## config.mk

```make
export PLATFORM = sky130hd
export DESIGN_NAME = latch_capture_reg
export DESIGN_NICKNAME = d
export VERILOG_FILES = /design/src/rtl/latch_capture_reg.sv
export SDC_FILE = /design/constraint.sdc
export NUM_CORES = 1
export LEC_CHECK = 0
export ABC_CLOCK_PERIOD_IN_PS = 3350
export BUFFER_PORTS_ARGS = -buffer_cell sky130_fd_sc_hd__buf_4
export CORE_ASPECT_RATIO = 0.5
export CORE_MARGIN = 5
export CORE_UTILIZATION = 58
export DETAILED_ROUTE_END_ITERATION = 10
export PLACE_DENSITY = 0.89
export SETUP_SLACK_MARGIN = 0.3
export SYNTH_ARGS = -nofsm -noshare
export SYNTH_HDL_FRONTEND = slang
export SYNTH_SLANG_ARGS = --single-unit
export TNS_END_PERCENT = 20
```

## constraint.sdc

```tcl
create_clock -name clk -period 3.35 [get_ports clk]
set_input_delay 0 -clock clk [delete_from_list [all_inputs] [get_ports clk]]
set_output_delay 0 -clock clk [all_outputs]
set_load 0.03 [all_outputs]
```

## src/rtl/latch_capture_reg.sv

```systemverilog
// ---------------------------------------------------------------------------
// latch_capture_reg : captures a level-latch word on the synchronized falling
// edge of its enable and buffers it in a 2-entry FIFO.     Rev 1.0
// ---------------------------------------------------------------------------
`default_nettype none

module latch_capture_reg #(
  parameter int WIDTH       = 8,
  parameter int SYNC_STAGES = 2
) (
  input  logic             clk,
  input  logic             rst,
  input  logic             latch_en,
  input  logic [WIDTH-1:0] latch_q,
  input  logic             out_ready,
  output logic             out_valid,
  output logic [WIDTH-1:0] out_data,
  output logic             overflow,
  output logic [7:0]       capture_count
);

  typedef enum logic [1:0] {
    EMPTY = 2'd0,
    ONE   = 2'd1,
    FULL  = 2'd2
  } state_t;

  logic [SYNC_STAGES-1:0] sync;
  logic                   en_prev;
  logic                   cap;
  logic                   pop;

  state_t                 state, state_nxt;
  logic [WIDTH-1:0]       head, head_nxt;
  logic [WIDTH-1:0]       tail, tail_nxt;
  logic                   accept;
  logic                   drop;

  always_ff @(posedge clk) begin
    if (rst) begin
      sync    <= '0;
      en_prev <= 1'b0;
    end else begin
      sync    <= {sync[SYNC_STAGES-2:0], latch_en};
      en_prev <= sync[SYNC_STAGES-1];
    end
  end

  // latch_q is sampled raw: the upstream latch is already holding by now
  assign cap       = en_prev & ~sync[SYNC_STAGES-1];
  assign out_valid = (state != EMPTY);
  assign out_data  = head;
  assign pop       = out_valid & out_ready;

  always_comb begin
    state_nxt = state;
    head_nxt  = head;
    tail_nxt  = tail;
    accept    = 1'b0;
    drop      = 1'b0;
    case (state)
      EMPTY: begin
        if (cap) begin
          state_nxt = ONE;
          head_nxt  = latch_q;
          accept    = 1'b1;
        end
      end
      ONE: begin
        case ({cap, pop})
          2'b11: begin
            head_nxt = latch_q;
            accept   = 1'b1;
          end
          2'b10: begin
            state_nxt = FULL;
            tail_nxt  = latch_q;
            accept    = 1'b1;
          end
          2'b01: begin
            state_nxt = EMPTY;
            head_nxt  = '0;
          end
          default: ;
        endcase
      end
      FULL: begin
        case ({cap, pop})
          2'b11: begin
            head_nxt = tail;
            tail_nxt = latch_q;
            accept   = 1'b1;
          end
          2'b10: drop = 1'b1;
          2'b01: begin
            state_nxt = ONE;
            head_nxt  = tail;
            tail_nxt  = '0;
          end
          default: ;
        endcase
      end
      default: begin
        state_nxt = EMPTY;
        head_nxt  = '0;
        tail_nxt  = '0;
      end
    endcase
  end

  always_ff @(posedge clk) begin
    if (rst) begin
      state         <= EMPTY;
      head          <= '0;
      tail          <= '0;
      overflow      <= 1'b0;
      capture_count <= 8'd0;
    end else begin
      state <= state_nxt;
      head  <= head_nxt;
      tail  <= tail_nxt;
      if (drop) begin
        overflow <= 1'b1;
      end
      if (accept) begin
        capture_count <= capture_count + 8'd1;
      end
    end
  end

endmodule

`default_nettype wire

```

-- Yosys cells after proc, flatten, opt, wreduce, memory -nomap -nowiden
Index checks and enable logic that the tools add are counted.
W data, S select, Z words.
- memory bits (read-only): 0
- memory bits (writable): 0
- register bits after elaboration: 30
- bits in latches: 0
- word-level logic and storage cells: 47
- memories kept: 0
- input port bits: 12
- output and inout bits: 18
- divide/modulo/power cells: 0
- shift-type cells: 0
- $lt $le $gt $ge: 0
- $mul: 0
- reductions and logical operators: 7
- eq/ne operators: 12
- $add $sub $neg: 1
- bitwise logic cells: 4
- multiplexer cells: 16
- operator list (operator ; count):
    $pmux W8 S3 ; 2
    $mux W8 ; 3
    $pmux W8 S2 ; 1
    $reduce_and A3 Y1 ; 3
    $add A8 B1 Y8 const B ; 1
    $eq A2 B2 Y1 const B ; 3
    $ne A2 B2 Y1 const B ; 3
    $ne A3 B3 Y1 const B ; 2
    $pmux W2 S3 ; 1
    $mux W1 ; 5
    $eq A2 B1 Y1 const B ; 2
    $mux W2 ; 2
    $pmux W2 S2 ; 1
    $reduce_or A2 Y1 ; 2
    $ne A3 B1 Y1 const B ; 1
    $pmux W1 S3 ; 1
    $and A1 B1 Y1 ; 2
    $logic_not A2 Y1 ; 1
    $ne A2 B1 Y1 const B ; 1
    $not A1 Y1 ; 2
    $reduce_bool A2 Y1 ; 1

-- Logic depth before layout (Yosys ltp)
- depth after elaboration: 6
- depth in mapped cells: 11
- mapped depth without buffers: 10

-- Worst setup path after synthesis
Ideal clock, no wire load.
- path type: register to register
- from: register state[0]
- to: register state[1]
- setup time: 0.129 ns
- data arrival time: 2.418 ns
- data required time: 3.221 ns
- path buffers: 1
- path slack: 0.803 ns
- period minus slack after synthesis: 2.547 ns
- cell stages (with the launch flop): 12
- cell sequence: dfxtp_1 -> inv_1 -> ha_1 -> clkbuf_1 -> inv_1 -> nand2_1 -> inv_1 -> ha_1 -> clkinv_1 -> a222oi_1 -> mux2i_1 -> nor2_1
- word-level cells in the longest chain between the ends: 5
- elaborated cells on any way between the ends: 13
- classes of those cells: eq/ne: 7; mux: 2; bitwise: 1; reduce/logical: 3
- ends and longest elaborated chain (item ; RTL line ; source):
    start, declared ; 33 ; state_t state, state_nxt;
    start signal, assigned ; 119 ; state <= state_nxt;
    $reduce_bool A2 Y1 (*) ; 51 ; assign out_valid = (state != EMPTY);
    net out_valid ; 16 ; output logic out_valid,
    $and A1 B1 Y1 (*) ; 53 ; assign pop = out_valid & out_ready;
    $eq A2 B1 Y1 or $eq A2 B2 Y1 (tied branches) ; 70, 88 ;
    $pmux W2 S2 (tied with other cells) ; 70 ; case ({cap, pop})
    $pmux W2 S3 or $reduce_and A3 Y1 (tied branches) ; n/a ;
The timed path passes the listed nets; every way through them passes the cells marked *. The select of a mux whose other input is x is not followed.
A chain may end at the register's enable or synchronous reset.

-- Final worst setup path
- from: register state[0]
- to: register tail[2]
- word-level cells in the longest chain between the ends: 5
- elaborated cells on any way between the ends: 14
- classes of those cells: eq/ne: 7; mux: 2; bitwise: 2; reduce/logical: 3
- ends and longest elaborated chain (item ; RTL line ; source):
    $reduce_bool A2 Y1 ; 51 ;
    $and A1 B1 Y1 ; 53 ;
    $eq A2 B1 Y1 (tied with other cells) ; 88 ; case ({cap, pop})
    $pmux W8 S2 (tied with other cells) ; 88 ;
    $pmux W8 S3 or $reduce_and A3 Y1 (tied branches) ; n/a ;
    end signal, assigned ; 121 ; tail <= tail_nxt;
    end, declared ; 35 ; logic [WIDTH-1:0] tail, tail_nxt;
Parallel ways exist; a longest one is shown, timed or not.

==> impl_results.md <==
* Status: complete, no violations
* Maxcap violations at 0
* Hold path depth at 3
* Setup crit end kind: flip-flop
* Fmax at 0.382 GHz
* Vias in the first global route at between 1000 and 1500
* Pwr dens at 674 nW/um^2
* Least-Margin Pin Slew at 0.798 ns
* Fin. Hold Viols at 0
* Core Area at 2550 sq um
* Syn Inst Count at 170
* Int Power at roughly 770 uW
* R2r startpoint: state[0]
* PortBufs at 29
* Avg Synthesized Cell Area at 8.92 sq um
* Crit path DAT at roughly 2.8 ns
* Die area at approximately 3800 sq um
* Die W at between 80 and 90 um
* CP Launch Point: state[0]
* Clock skew at roughly 0.0033 ns
* N_diodes at 0
* Synth area leaders: dfxtp_1 (40%), ha_1 (7.4%), a21oi_1 (5.0%)
* Area Overhead vs Synth at 22.8%
* Post-Synth Adder-Cell Area at around 7.4%
* Fin crit share at 78.1%
* Netlist Area Pre-Place at about 1500 sq um
* CTS Buffer Depth at 2
* Sw Ratio at between 30% and 40%
* Worst r2r path cells at 9
* I/O pins at 30
* WL per Instance at roughly 14 um
* Crit path max-delay cell type: nor3_1
* GRT Util Overall at about 20%
* Ys Warns at 0
* Setup slack on the worst flop-to-flop path at 0.73 ns
* Sink Count at 30
* Compound-Gate Fraction of Synth Area at approximately 26%
* Gr ovfl total at 0
* CTS clk-pin slew, worst paths at 0.06 ns
* Worst vdd ir at 315 uV
* CP Data Required Time at around 3.6 ns
* Worst hold path type: input pin to flip-flop
* Psw at ~480 uW
* Post-synth top area share at 39.6%
* Die H at 46.2 um
* Sum Neg Setup Slack at 0 ns
* Reg-to-reg endpoint: tail[2]
* Minimum clock period at 2.62 ns
* Drt drc at 0
* Post-Synth Simple-Gate Area at roughly a fifth
* Max FO, Critical Path at 16
* Routed via count at 1402
* Max incr delay on CP at 0.61 ns
* Flop pwr share at about a third
* Initial antenna violation count at 0
* Total CTS buffers at 5
* RSZ-0062 raised after global routing: false
* First-pass GRT wire length at between 5000 and 6000 um
* Skew-Pair Late Insertion Delay at ~0.28 ns
* Register bit total from synthesis at 30
* Post CTS Setup Buffer Count at 0
* H-tree Lvls at 2
* HP Start: latch_q[5]
* Final wirelength at 3430 um
* Post-synth net total at between 150 and 200
* Gpl congestion at 0.897
* Largest family of logic cells by synthesized area: compound AO/OA/AOI/OAI gates
* DRT iter0 DRCs at between 80 and 90
* Portion of netlist area occupied by mux cells at under 10%
* Pre-CTS WS at just under 0.8 ns
* Crit start category: flip-flop
* Fin area at ~1900 sq um
* Setup-failing EPs final at 0
* Leakage at 0.000760 uW
* Proportion of layout cells with a drive suffix above 1 at about a quarter
* Unique masters post-synth at 35
* CTS tree: built
* Slew HR at a little under half
* Placed Area at between 1500 and 2000 sq um
* Worst hold endpoint: tail[5]
* Max-slew violation count at 0
* Comb power frac at between 40% and 50%
* Post-Synth XOR/XNOR Area at 0%
* DR pass1 iterations at 4
* Initial core utilization at 59.4%
* Site Rows at 13
* Setup CP Type: flip-flop to flip-flop
* CP Cell Sequence: inv_1, ha_1, inv_1, nand2_1, ha_1, nor2b_1, nor3_1, nand4_1, a21oi_1
* Final setup margin at around 0.73 ns
* CTS root buf: clkbuf_8
* Number of vias per cell at roughly 6
* ANT nets after route at 0
* Final nets at between 200 and 250
* Clock Power Share at between 20% and 30%
* Largest net degree at the start of global routing at 33
* Largest area contributor in the netlist: dfxtp_1
* Sequential fraction of the synthesis area at between 30% and 40%
* HPWL Detailed at between 2000 and 2500 um
==> state kept, by name, summed over array words and instances, names as in the netlist <==
register / count
capture_count: 8
out_data: 8
tail: 8
state: 2
sync: 2
en_prev: 1
overflow: 1
==> power by group through the flow <==
stage	Sequential, uW	Clock (uW)	Combinational, uW
after floorplan	475	0	353
after global placement	423	0	521
after detailed placement	426	0	532
after CTS	420	300	539
after global routing	423	315	590
final	420	295	540
==> metrics by stage <==
step	utilization (%)	cells	total power [uW]	hold slack [ns]
floorplan	-	170	828	0.128
global placement	68.5	227	944	0.219
detailed placement	68.5	227	958	0.222
CTS	72.9	237	1260	0.00596
global route	72.9	237	1330	0.0145
finish	72.9	237	1260	0.00986
==> repair_timing <==
item	in CTS	in global routing
endpoints found under the hold margin	2	0
hold buffers	2	0
resized for setup	0	0
==> cells by family (layout without fill, tap and decap cells) <==
family	Yosys count	after routing
mux	3	3
flops	30	30
buf+inv	16	46
simple gates	60	60
fa+ha+maj	9	9
compound gates	52	52
==> critical path: cells and delay by family, from the launching register on <==
family                   cells  cell delay [ns]
flip-flops                   1             0.36
AND/OR/NAND/NOR              4             1.00
adder cells (fa/ha/maj)      2             0.74
AO/OA/AOI/OAI                1             0.21
buffers and inverters        2             0.23
==> synth_stat cells (all sizes together) <==
library cell,number
nor2b,7
or4b,1
nor3b,1
a2bb2oi,1
buf,1
nand4,10
dfxtp,30
nand2,11
or4,3
inv,5
or3,4
a22oi,8
mux2,1
nor3,3
a222oi,1
a31o,8
o21ai,3
and2,1
a21oi,15
ha,9
nor2,14
clkinv,1
o21ba,1
o21a,1
mux2i,2
a211oi,2
clkbuf,9
nand2b,4
a22o,8
nand3,1
a21o,1
o31ai,3
==> layout by cell type (no fill, tap or decap) <==
cell type       n
a21o_1          1
clkinv_1        1
nand3_1         1
a2bb2oi_1       1
nor3_1          3
or4b_4          1
clkbuf_8        6
a31o_2          8
buf_4          30
clkinv_2        1
a211oi_1        1
ha_1            9
or4_1           3
a22o_1          8
nand4_1        10
o21a_1          1
a21oi_1        15
nor3b_1         1
and2_1          1
nand2_1        11
nor2_2          1
nor2_1         13
a22oi_1         7
nand2b_1        4
a222oi_1        1
o21ba_2         1
a22oi_2         1
dfxtp_1        30
mux2_2          1
mux2i_1         2
a211oi_4        1
clkbuf_1        1
or3_1           4
inv_1           5
dlygate4sd3_1   2
nor2b_1         7
o21ai_0         3
o31ai_1         3
==> routing by layer <==
| layer | share of wire, % | global-route usage, % |
|---|---|---|
| met5 | 0 | 0 |
| met1 | 46 | 24.9 |
| met3 | 6.1 | 5.47 |
| met2 | 47 | 33.1 |
| met4 | 0.99 | 7.95 |
==> worst max-delay path by stage <==
stage                          end  slack [ns]  depth (start not counted)
after CTS                  tail[2]        0.79                          9
after global placement    state[1]        0.98                         10
after detailed placement  state[1]        0.78                         10
after floorplan           state[1]        0.80                         11
final                      tail[2]        0.73                          9
after global routing      state[1]        0.51                         10
==> final cells by class <==
class,count,area [sq um]
Multi-Input combinational cell,124,856
Fill cell,201,692
Sequential cell,30,601
Timing Repair Buffer,32,245
Clock buffer,7,86.3
Tap cell,37,46.3
Inverter,6,22.5
Clock inverter,1,5.00
(Power assumes the default switching activity.)
